**src/rtl/fp_result_classifier.sv**
```systemverilog
// Classifies IEEE-754 single-precision result words, buffers word+class in a
// small FIFO and keeps saturating per-class occurrence counters.
module fp_result_classifier #(
  parameter int unsigned DEPTH = 4,
  parameter int unsigned CNT_W = 16
) (
  input  logic             clk,
  input  logic             rst,
  input  logic             in_valid,
  output logic             in_ready,
  input  logic [31:0]      in_data,
  output logic             out_valid,
  input  logic             out_ready,
  output logic [31:0]      out_data,
  output logic [2:0]       out_class,
  input  logic             clr_cnt,
  input  logic [2:0]       cnt_sel,
  output logic [CNT_W-1:0] cnt_value
);

  localparam int unsigned PTR_W = $clog2(DEPTH);
  localparam int unsigned OCC_W = $clog2(DEPTH + 1);
  localparam int unsigned NCLS  = 6;

  localparam logic [2:0] CLS_ZERO = 3'd0;
  localparam logic [2:0] CLS_SUBN = 3'd1;
  localparam logic [2:0] CLS_NORM = 3'd2;
  localparam logic [2:0] CLS_INF  = 3'd3;
  localparam logic [2:0] CLS_QNAN = 3'd4;
  localparam logic [2:0] CLS_SNAN = 3'd5;

  typedef enum logic {S_INIT, S_RUN} state_t;

  state_t             state, state_nxt;
  logic [OCC_W-1:0]   occ, occ_nxt;
  logic               in_ready_nxt, out_valid_nxt;
  logic [PTR_W-1:0]   wr_ptr, rd_ptr;
  logic [31:0]        data_mem [DEPTH];
  logic [2:0]         cls_mem  [DEPTH];
  logic [CNT_W-1:0]   cnt      [NCLS];
  logic [7:0]         in_exp;
  logic [22:0]        in_mant;
  logic [2:0]         in_class;
  logic               push, pop;

  assign push = in_valid && in_ready;
  assign pop  = out_valid && out_ready;

  // Class of the incoming word; the sign bit plays no part
  always_comb begin
    in_exp   = in_data[30:23];
    in_mant  = in_data[22:0];
    in_class = CLS_NORM;
    if (in_exp == 8'h00) begin
      in_class = (in_mant == 23'd0) ? CLS_ZERO : CLS_SUBN;
    end else if (in_exp == 8'hFF) begin
      if (in_mant == 23'd0)  in_class = CLS_INF;
      else if (in_mant[22])  in_class = CLS_QNAN;
      else                   in_class = CLS_SNAN;
    end
  end

  // Next state, occupancy and the registered handshake flags
  always_comb begin
    state_nxt     = state;
    occ_nxt       = occ;
    in_ready_nxt  = 1'b0;
    out_valid_nxt = 1'b0;
    case (state)
      S_INIT:  state_nxt = S_RUN;
      S_RUN:   state_nxt = S_RUN;
      default: state_nxt = S_INIT;
    endcase
    if (push && !pop)      occ_nxt = occ + OCC_W'(1);
    else if (pop && !push) occ_nxt = occ - OCC_W'(1);
    // Flags are registered from next-cycle state, so full blocks input even on a pop
    if (state_nxt == S_RUN) in_ready_nxt = (occ_nxt != OCC_W'(DEPTH));
    out_valid_nxt = (occ_nxt != '0);
  end

  always_ff @(posedge clk or posedge rst) begin
    if (rst) begin
      state     <= S_INIT;
      occ       <= '0;
      in_ready  <= 1'b0;
      out_valid <= 1'b0;
    end else begin
      state     <= state_nxt;
      occ       <= occ_nxt;
      in_ready  <= in_ready_nxt;
      out_valid <= out_valid_nxt;
    end
  end

  // FIFO storage; pointers wrap naturally since DEPTH is a power of two
  always_ff @(posedge clk or posedge rst) begin
    if (rst) begin
      wr_ptr <= '0;
      rd_ptr <= '0;
      for (int unsigned i = 0; i < DEPTH; i++) begin
        data_mem[i] <= '0;
        cls_mem[i]  <= '0;
      end
    end else begin
      if (push) begin
        data_mem[wr_ptr] <= in_data;
        cls_mem[wr_ptr]  <= in_class;
        wr_ptr           <= wr_ptr + PTR_W'(1);
      end
      if (pop) rd_ptr <= rd_ptr + PTR_W'(1);
    end
  end

  assign out_data  = data_mem[rd_ptr];
  assign out_class = cls_mem[rd_ptr];

  // Saturating per-class counters; clear wins over a same-cycle increment
  always_ff @(posedge clk or posedge rst) begin
    if (rst) begin
      for (int unsigned i = 0; i < NCLS; i++) cnt[i] <= '0;
    end else if (clr_cnt) begin
      for (int unsigned i = 0; i < NCLS; i++) cnt[i] <= '0;
    end else if (push) begin
      for (int unsigned i = 0; i < NCLS; i++) begin
        if (in_class == 3'(i) && cnt[i] != '1) cnt[i] <= cnt[i] + CNT_W'(1);
      end
    end
  end

  always_comb begin
    cnt_value = '0;
    for (int unsigned i = 0; i < NCLS; i++) begin
      if (cnt_sel == 3'(i)) cnt_value = cnt[i];
    end
  end

endmodule

```
**config.mk**
```make
export PLATFORM = sky130hd
export DESIGN_NAME = fp_result_classifier
export DESIGN_NICKNAME = d
export VERILOG_FILES = /design/src/rtl/fp_result_classifier.sv
export SDC_FILE = /design/constraint.sdc
export NUM_CORES = 1
export LEC_CHECK = 0
export ABC_AREA = 1
export CAP_MARGIN = 20
export CORE_MARGIN = 2
export CORE_UTILIZATION = 46
export DETAILED_ROUTE_END_ITERATION = 16
export PLACE_DENSITY = 0.65
export SLEW_MARGIN = 5
export SYNTH_ARGS = -nofsm -noshare
export SYNTH_HDL_FRONTEND = slang
export SYNTH_SLANG_ARGS = --single-unit
```
**constraint.sdc**
```tcl
create_clock -name clk -period 10.9 [get_ports clk]
set_clock_uncertainty 0.05 [all_clocks]
set_input_delay 2.18 -clock clk [delete_from_list [all_inputs] [get_ports clk]]
set_output_delay 2.18 -clock clk [all_outputs]
set_load 0.03 [all_outputs]
```
==> out/summary.txt, run 1 <==
via count = 12.03k
Post-synth EDFFs = 0
Arr. time, crit path = 4710 ps
Netlist cell types = 40
Cells after Synth = 1745
final instance area = 15490 um2
P_int = 0.002250 W
H-tree Lvls = 1
CTS tree = yes
Core Rows = 62
count leader, synth = nand2_1
Critical Path Sink Type = output port
Synth async-reset ratio = 100.0%
Hold Fails Final Rpt = 0
post-cts gate resize count = 0
Synth Area per Inst = 7.642 um2
DRC viols = 0
Sw Share = 37.68%
area share of the largest cell type after synthesis = 45.97%
Post-synth top cells = 420 x nand2_1, 247 x o21ai_0, 245 x dfrtp_1
clock power share = 28.2%
Setup WS post-layout = 3963 ps
crit path launch = cnt_sel[0]
CTS Hold Buffers Added = 0
share of layout cells above drive strength 1 = 6.147%
fmax = 144.2 MHz
Post-Syn Area = 13340 um2
DR vias/cell = 5.451
number of global-route vias before repair = 11.21k
Sequential Power Share = 35.3%
# Post-CTS Setup Buffers = 0
Setup TNS = 0 ps
initial antenna violation count = 0
worst r2r src = in_ready
Final #Nets = 1851
fin util = 54.12%
Relative slew margins = 35.05%
unrepaired setup endpoints after global routing = false
DR WL/cell = 16.70 um
Primary FF master, synth = dfrtp_1
CTS Buf Count = 29
Synthesis Warnings = 0
Post-DP HPWL = 24840 um
Clock Pin Slew Worst Setup and Hold Paths = 50 ps
CTS root buf = clkbuf_16
post-route ant nets = 0
status = completed
Initial Utilization = 46.59%
DRT iter0 DRCs = 1204
crit path launch type = input port
largest net degree at the start of global routing = 124
Reg area = 6132 um2
GR Util All Layers = 24.55%
DR pass1 iterations = 7
worst-margin pin slew = 970.6 ps
HP Class = reg2reg
Syn Nets = 1797
pre-CTS setup slack = 4028 ps
area delta synth->final = 16.17%
Die X = 174.3 um
y dimension of the die = 174.3 um
FILL cells = 2751
part of the cycle the worst path needs = 63.64%
power per cell area = 233.0 nW/um2
first-pass GRT wire length = 60640 um
final WL = 36840 um
Synth area leader = dfrtp_1
hold_sp = data_mem[47]
Crit Path Max Fanout = 11
max-slew violation count = 0
Setup violations, final = 0
WS Path Type = in2out
switching power = 0.001360 W
# diodes = 0
total core area = 28630 um2
synth top area cells = dfrtp_1 46%, nand2_1 12%, o21ai_0 9.3%
Multi-input gate area = 6228 um2
clock tree buffer depth = 3
routability cong. = 0.9301
maximum vdd drop = 0.0001181 V
Leak = 7.085 nW
synthesized flop and latch total = 245
worst skew pair latency = 560 ps
sequential element share of the synthesized area = 45.97%
Final min period = 6937 ps
GRT overflow = 0
max_cap viols = 0
CTS Sinks = 245
IO Port Bufs = 92
Worst EP required = 8670 ps
overall power = 0.003610 W
Logic pwr share = 36.5%
placed cell area = 14460 um2
Die ar. = 30370 um2
I/O pin total = 93
cell families (layout without fill, tap and decap cells):
family	Yosys count	in the layout	synth area share, %
simple gates	844	844	27.36
compound gates	344	344	14.14
flops	245	245	45.97
buf+inv	239	316	7.394
xor+xnor	61	61	4.006
fa+ha+maj	12	12	1.126
power by group through the flow:
| stage | Combinational (W) | Clock, W | Sequential [W] |
|---|---|---|---|
| 6_report | 0.00132 | 0.00102 | 0.00127 |
| 5_1_grt | 0.00145 | 0.00108 | 0.00130 |
| 4_1_cts | 0.00133 | 0.00104 | 0.00127 |
| 3_5_place_dp | 0.00132 | 0 | 0.00129 |
| 3_3_place_gp | 0.00131 | 0 | 0.00128 |
| 2_1_floorplan | 0.000874 | 0 | 0.00126 |
final timing paths:
| check | end | slack, ps | depth (start not counted) |
|---|---|---|---|
| max | cnt_value[9] | 3960 | 9 |
| min | data_mem[47] | 430 | 2 |
| max reg2reg | cnt[45] | 8120 | 8 |
| min reg2reg | data_mem[47] | 430 | 2 |
| max in group asynchronous | cnt[42] | 6480 | 4 |
| min in group asynchronous | occ[0] | 2140 | 2 |
critical path: stages:
cell and delay [ps]:
clkdlybuf4s50_1 520, nor2_1 360, nand2_1 320, o22ai_1 270, a21oi_1 60, o21ai_0 130, a21oi_1 70, o21ai_0 90
clkdlybuf4s50_1 700
sequential cells by signal, summed over array words and instances (netlist names):
signal,count
cls_mem,12
rd_ptr,2
data_mem,128
wr_ptr,2
out_valid,1
occ,3
cnt,96
in_ready,1
routing by layer:
layer,vias to the layer above,track usage [%],share of wire [%]
li1,5868,-,-
met1,5680,36.18,47
met2,402,37.55,44
met3,76,2.843,5.8
met4,0,8.473,3.4
met5,-,0,0
through the flow:
stage | hold WS, ps | std cells
3_3_place_gp | 411.9 | 2152
6_report | 427.0 | 2206
5_1_grt | 447.9 | 2206
3_5_place_dp | 417.5 | 2152
4_1_cts | 431.9 | 2206
2_1_floorplan | 397.8 | 1745
cell type report:
class	instances	area share [%]
clock inverter	12	1.066
multi-input combinational	1261	40.21
clock buffer	42	5.581
inverter	157	3.885
tap	384	3.102
sequential	245	39.58
timing repair buffer	105	6.575
layout by cell type (no fill, tap or decap), types with 10 or more instances in the layout:
master and instances:
a21oi_1 18, buf_4 13, clkbuf_16 29, clkdlybuf4s50_1 92, dfrtp_1 244, ha_1 12, inv_1 148, nand2_1 416
nand3_1 120, nand3b_1 18, nand4_1 32, nor2_1 188, nor2_2 10, nor3_1 34, o21ai_0 247, o22ai_1 47
xor2_1 58
No activity file was read; power rests on OpenSTA's default activity.
==> inputs of run 2 (changes only) <==
clock period = 7.3 ns   (was 10.9 ns; I/O delays follow)
==> out/summary.txt, run 2 (same netlist as run 1, synthesis figures left out) <==
status = completed
Initial Utilization = 46.59% (unchanged)
IO Port Bufs = 92 (unchanged)
initial antenna violation count = 1 (+1)
via count = 11.95k (-0.67%)
post-cts gate resize count = 0 (unchanged)
GR Util All Layers = 24.00% (-0.54 points)
Final #Nets = 1851 (unchanged)
H-tree Lvls = 1 (unchanged)
GR Layer Usage met1 = 35.42% (-0.76 points)
CTS Buf Count = 28 (-3.4%)
final WL = 36550 um (-0.80%)
max_cap viols = 0 (unchanged)
Setup violations, final = 0 (unchanged)
Slowest-stage cell, CP = clkdlybuf4s50_1
fmax = 182.1 MHz
DR vias/cell = 5.417 (-0.63%)
grt peak-use layer = met2
Post-DP HPWL = 24610 um (-0.96%)
total core area = 28630 um2 (unchanged)
CP peak stage delay = 710 ps (about the same)
worst-margin pin slew = 1041 ps (+69.98 ps)
clock tree buffer depth = 3 (unchanged)
crit path launch = cnt_sel[0]
Die ar. = 30370 um2 (unchanged)
Final min period = 5491 ps
CTS tree = yes
routability cong. = 0.9274 (-0.29%)
WS Path Type = in2out
commonest non-fill, non-tap cell in the layout = nand2_1
largest net degree at the start of global routing = 173 (+40%)
Leak = 7.055 nW (-0.43%)
Die X = 174.3 um (unchanged)
GRT overflow = 0 (unchanged)
pre-CTS setup slack = 1874 ps (-2154 ps)
part of the cycle the worst path needs = 75.22%
HP Class = reg2reg
reg-to-reg slack, setup = 4270 ps (-3850 ps)
max-slew violation count = 0 (unchanged)
power per cell area = 344.0 nW/um2 (+48%)
DRT iter0 DRCs = 1200 (-0.33%)
maximum vdd drop = 0.0002022 V (+71%)
crit path cell chain = clkdlybuf4s50_1 > nor2_1 > nand2_1 > o22ai_1 > a21oi_1 > o21ai_0 > a21oi_1 > o21ai_0 > clkdlybuf4s50_1
met2 usage = 36.39% (-1.2 points)
Relative slew margins = 30.53% (-4.5 points)
Critical Path End = cnt_value[9]
Critical Path Sink Type = output port
worst r2r src = in_ready
Setup WS post-layout = 1809 ps (-2155 ps)
area delta synth->final = 15.75%
post-route ant nets = 0 (unchanged)
FF-to-FF End = data_mem[14]
share of layout cells above drive strength 1 = 5.989% (-0.16 points)
CTS root buf = clkbuf_16
number of global-route vias before repair = 11.05k (-1.4%)
Multi-input gate area = 6228 um2 (unchanged)
first-pass GRT wire length = 59300 um (-2.2%)
most flop-heavy register = data_mem
y dimension of the die = 174.3 um (unchanged)
commonest non-fill, non-tap cells in the layout = 416 x nand2_1, 247 x o21ai_0, 244 x dfrtp_1, 188 x nor2_1, 148 x inv_1
Clock Pin Slew Worst Setup and Hold Paths = 60 ps (about the same)
CTS Sinks = 245 (unchanged)
I/O pin total = 93 (unchanged)
DRC viols = 0 (unchanged)
DR WL/cell = 16.57 um (-0.76%)
crit path launch type = input port
Setup TNS = 0 ps (unchanged)
met3 Use GR = 2.734% (-0.11 points)
unrepaired setup endpoints after global routing = false
Crit Path Max Fanout = 11 (unchanged)
R2R cell count = 5 (-3)
FILL cells = 2724 (-0.98%)
worst skew pair latency = 550 ps (about the same)
max FFs per register = 128 (unchanged)
Core Rows = 62 (unchanged)
DR pass1 iterations = 7 (unchanged)
Arr. time, crit path = 3980 ps (-730 ps)
Hold Fails Final Rpt = 0 (unchanged)
largest registers = data_mem x128, cnt x96, cls_mem x12
Worst EP required = 5790 ps (-2880 ps)
CTS Hold Buffers Added = 0 (unchanged)
# Post-CTS Setup Buffers = 0 (unchanged)
Reg area = 6132 um2 (unchanged)
run 2: worst max-delay path, delay by kind of cell:
| kind | cells | cell delay, ps |
|---|---|---|
| AND/OR/NAND/NOR | 2 | 670 |
| buffers and inverters | 2 | 1210 |
| AO/OA/AOI/OAI | 5 | 620 |
run 2: layout make-up:
cell class / count / area share, %
clock buffers: 42 / 5.463
multi-input cells: 1261 / 40.35
well taps: 384 / 3.113
diodes: 1 / 0.01621
inverters: 157 / 3.875
flip-flops and latches: 245 / 39.73
repair buffers: 106 / 6.728
clock inverters: 9 / 0.7295
run 2: per-layer routing:
metal  wire length [um]  vias up
li1                   -     5864
met1              17260     5677
met2              15830      333
met3               2108       71
met4               1354        0
met5                  0        -
run 2: report_power, final:
group          switching [W]  total (W)  internal, W  leakage (nW)
combinational        0.00126    0.00197     0.000706          3.38
clock               0.000571    0.00144     0.000867         0.471
sequential          0.000181    0.00190      0.00172          3.20
run 2: worst min-delay path by stage:
stage                     depth (start not counted)    startpoint      endpoint
after floorplan                                   2    cls_mem[3]    cls_mem[3]
after global placement                            2  data_mem[57]  data_mem[57]
after detailed placement                          2  data_mem[38]  data_mem[38]
after CTS                                         2  data_mem[75]  data_mem[75]
after global routing                              2  data_mem[42]  data_mem[42]
final                                             2  data_mem[80]  data_mem[80]
run 2: through the flow:
stage          cell area, um2  utilization [%]  std cells  hold slack, ps  power [W]
4_1_cts                 15430            53.92       2204           432.7   0.005351
3_3_place_gp            14480            50.58       2153           412.0   0.003861
5_1_grt                 15440            53.93       2205           453.1   0.005637
2_1_floorplan           13340                -       1745           397.8   0.003192
3_5_place_dp            14480            50.58       2153           417.9   0.003898
6_report                15440            53.93       2205           427.6   0.005310
==> inputs of run 3 (changes only) <==
PLACE_DENSITY = 0.67   (was 0.65)
clock period = 4.9 ns   (was 7.3 ns; I/O delays follow)
==> out/summary.txt, run 3 (same netlist as run 1, synthesis figures left out) <==
routability cong. = 0.9544 (+2.9%)
GR Util All Layers = 24.11% (+0.11 points)
routed wl met3 = 2048 um (-2.8%)
# diodes = 0 (-1)
worst skew pair latency = 560 ps (about the same)
DR pass1 iterations = 5 (-2)
Setup violations, final = 0 (unchanged)
Final #Nets = 1854 (+0.16%)
largest registers = data_mem x128, cnt x96, cls_mem x12
maximum vdd drop = 0.0004057 V (+100%)
Sequential Power Share = 35.3% (-0.6 points)
Clock Pin Slew Worst Setup and Hold Paths = 60 ps (about the same)
Hold Fails Final Rpt = 0 (unchanged)
Relative slew margins = 38.05% (+7.5 points)
share of layout cells above drive strength 1 = 6.199% (+0.21 points)
power per cell area = 516.9 nW/um2 (+50%)
DR vias/cell = 5.480 (+1.2%)
Sw Share = 37.74% (-0.18 points)
first-pass GRT wire length = 59580 um (+0.48%)
CP peak stage delay = 730 ps (+20 ps)
crit path cell chain = clkdlybuf4s50_1 > nor2_1 > nand2_1 > inv_1 > nand2_1 > o2111ai_1 > clkdlybuf4s50_1
CTS Hold Buffers Added = 0 (unchanged)
CP Buf/Inv Count = 3 (+1)
post-route ant nets = 0 (unchanged)
total core area = 28630 um2 (unchanged)
worst-margin pin slew = 928.0 ps (-112.6 ps)
CTS Sinks = 245 (unchanged)
unrepaired setup endpoints after global routing = false
HP Class = reg2reg
Logic pwr share = 36.6% (-0.4 points)
DRC viols = 0 (unchanged)
Die X = 174.3 um (unchanged)
part of the cycle the worst path needs = 92.88%
Die ar. = 30370 um2 (unchanged)
CTS tree = yes
Worst EP required = 3870 ps (-1920 ps)
WS Path Type = in2out
Post-DP HPWL = 24630 um (about the same)
Core Rows = 62 (unchanged)
number of global-route vias before repair = 11.08k (+0.23%)
GRT overflow = 0 (unchanged)
switching power = 0.003035 W (+51%)
fmax = 219.7 MHz
CP top delay family = buffers and inverters
DRT iter0 DRCs = 1139 (-5.1%)
max_cap viols = 0 (unchanged)
max FFs per register = 128 (unchanged)
crit path launch type = input port
Crit Path Max Fanout = 12 (+1)
CTS Buf Count = 28 (unchanged)
post-cts gate resize count = 0 (unchanged)
area delta synth->final = 16.67%
via count = 12.10k (+1.3%)
commonest non-fill, non-tap cell in the layout = nand2_1
Setup TNS = 0 ps (unchanged)
most flop-heavy register = data_mem
overall power = 0.008043 W (+51%)
Leak = 7.106 nW (+0.73%)
# Post-CTS Setup Buffers = 0 (unchanged)
H-tree Lvls = 1 (unchanged)
CTS root buf = clkbuf_16
largest net degree at the start of global routing = 85 (-51%)
Arr. time, crit path = 3520 ps (-460 ps)
clock tree buffer depth = 3 (unchanged)
clock power share = 28.1% (+1.0 points)
DR WL/cell = 16.68 um (+0.64%)
Setup WS post-layout = 348.9 ps (-1460 ps)
status = completed
IO Port Bufs = 92 (unchanged)
Initial Utilization = 46.59% (unchanged)
pre-CTS setup slack = 441.4 ps (-1432 ps)
commonest non-fill, non-tap cells in the layout = 416 x nand2_1, 247 x o21ai_0, 244 x dfrtp_1, 188 x nor2_1, 148 x inv_1
final WL = 36810 um (+0.73%)
Final min period = 4551 ps
I/O pin total = 93 (unchanged)
P_int = 0.005007 W (+52%)
max-slew violation count = 0 (unchanged)
DR top layer = met4
final instance area = 15560 um2 (+0.79%)
initial antenna violation count = 0 (-1)
y dimension of the die = 174.3 um (unchanged)
Critical Path Sink Type = output port
placed cell area = 14530 um2 (+0.36%)
Post-Route M1 WL = 17240 um (about the same)
met2 routed WL = 16400 um (+3.7%)
Slowest-stage cell, CP = clkdlybuf4s50_1
==> run 3: power by group through the flow <==
stage | combinational (W) | clock, W | sequential [W]
2_1_floorplan | 0.00195 | 0 | 0.00281
3_3_place_gp | 0.00290 | 0 | 0.00285
3_5_place_dp | 0.00295 | 0 | 0.00286
4_1_cts | 0.00296 | 0.00229 | 0.00283
5_1_grt | 0.00324 | 0.00239 | 0.00290
6_report | 0.00295 | 0.00226 | 0.00284
==> run 3: worst min-delay path: cells and delay by family, from the launching register on <==
family             cells  cell delay (ps)
AOI/OAI and AO/OA      1               60
and+or+nand+nor        1               50
DFF                    1              340
==> run 3: cell type report <==
| type | instances | area [um2] |
|---|---|---|
| clock inverter | 15 | 237.7 |
| inverter | 157 | 598.1 |
| multi-input combinational | 1261 | 6228 |
| fill | 2702 | 13070 |
| sequential | 245 | 6132 |
| timing repair buffer | 109 | 1111 |
| tap | 384 | 480.5 |
| clock buffer | 36 | 770.7 |
==> run 3: per-stage QoR <==
| step | hold WS, ps | cells | util (%) |
|---|---|---|---|
| global route | 445.6 | 2207 | 54.35 |
| global placement | 411.2 | 2155 | 50.76 |
| CTS | 432.8 | 2206 | 54.28 |
| floorplan | 397.8 | 1745 | - |
| detailed placement | 417.4 | 2155 | 50.76 |
| finish | 430.3 | 2207 | 54.35 |
==> run 3: per-layer routing <==
layer	vias to the layer above	track usage [%]
met5	-	0.3205
met4	0	7.528
met2	367	37.27
met3	60	3.062
li1	5868	-
met1	5800	35.32
==> run 3: path summary, 6_finish.rpt <==
path	startpoint	endpoint	slack (ps)	cells past startpoint
worst min-delay path	data_mem[57]	data_mem[57]	430	2
worst max-delay path	cnt_sel[0]	cnt_value[15]	350	7
max in group asynchronous	rst	cnt[9]	3150	4
worst max register to register	cnt[32]	cnt[35]	2510	8
worst min register to register	data_mem[57]	data_mem[57]	430	2
min in group asynchronous	rst	data_mem[60]	670	2
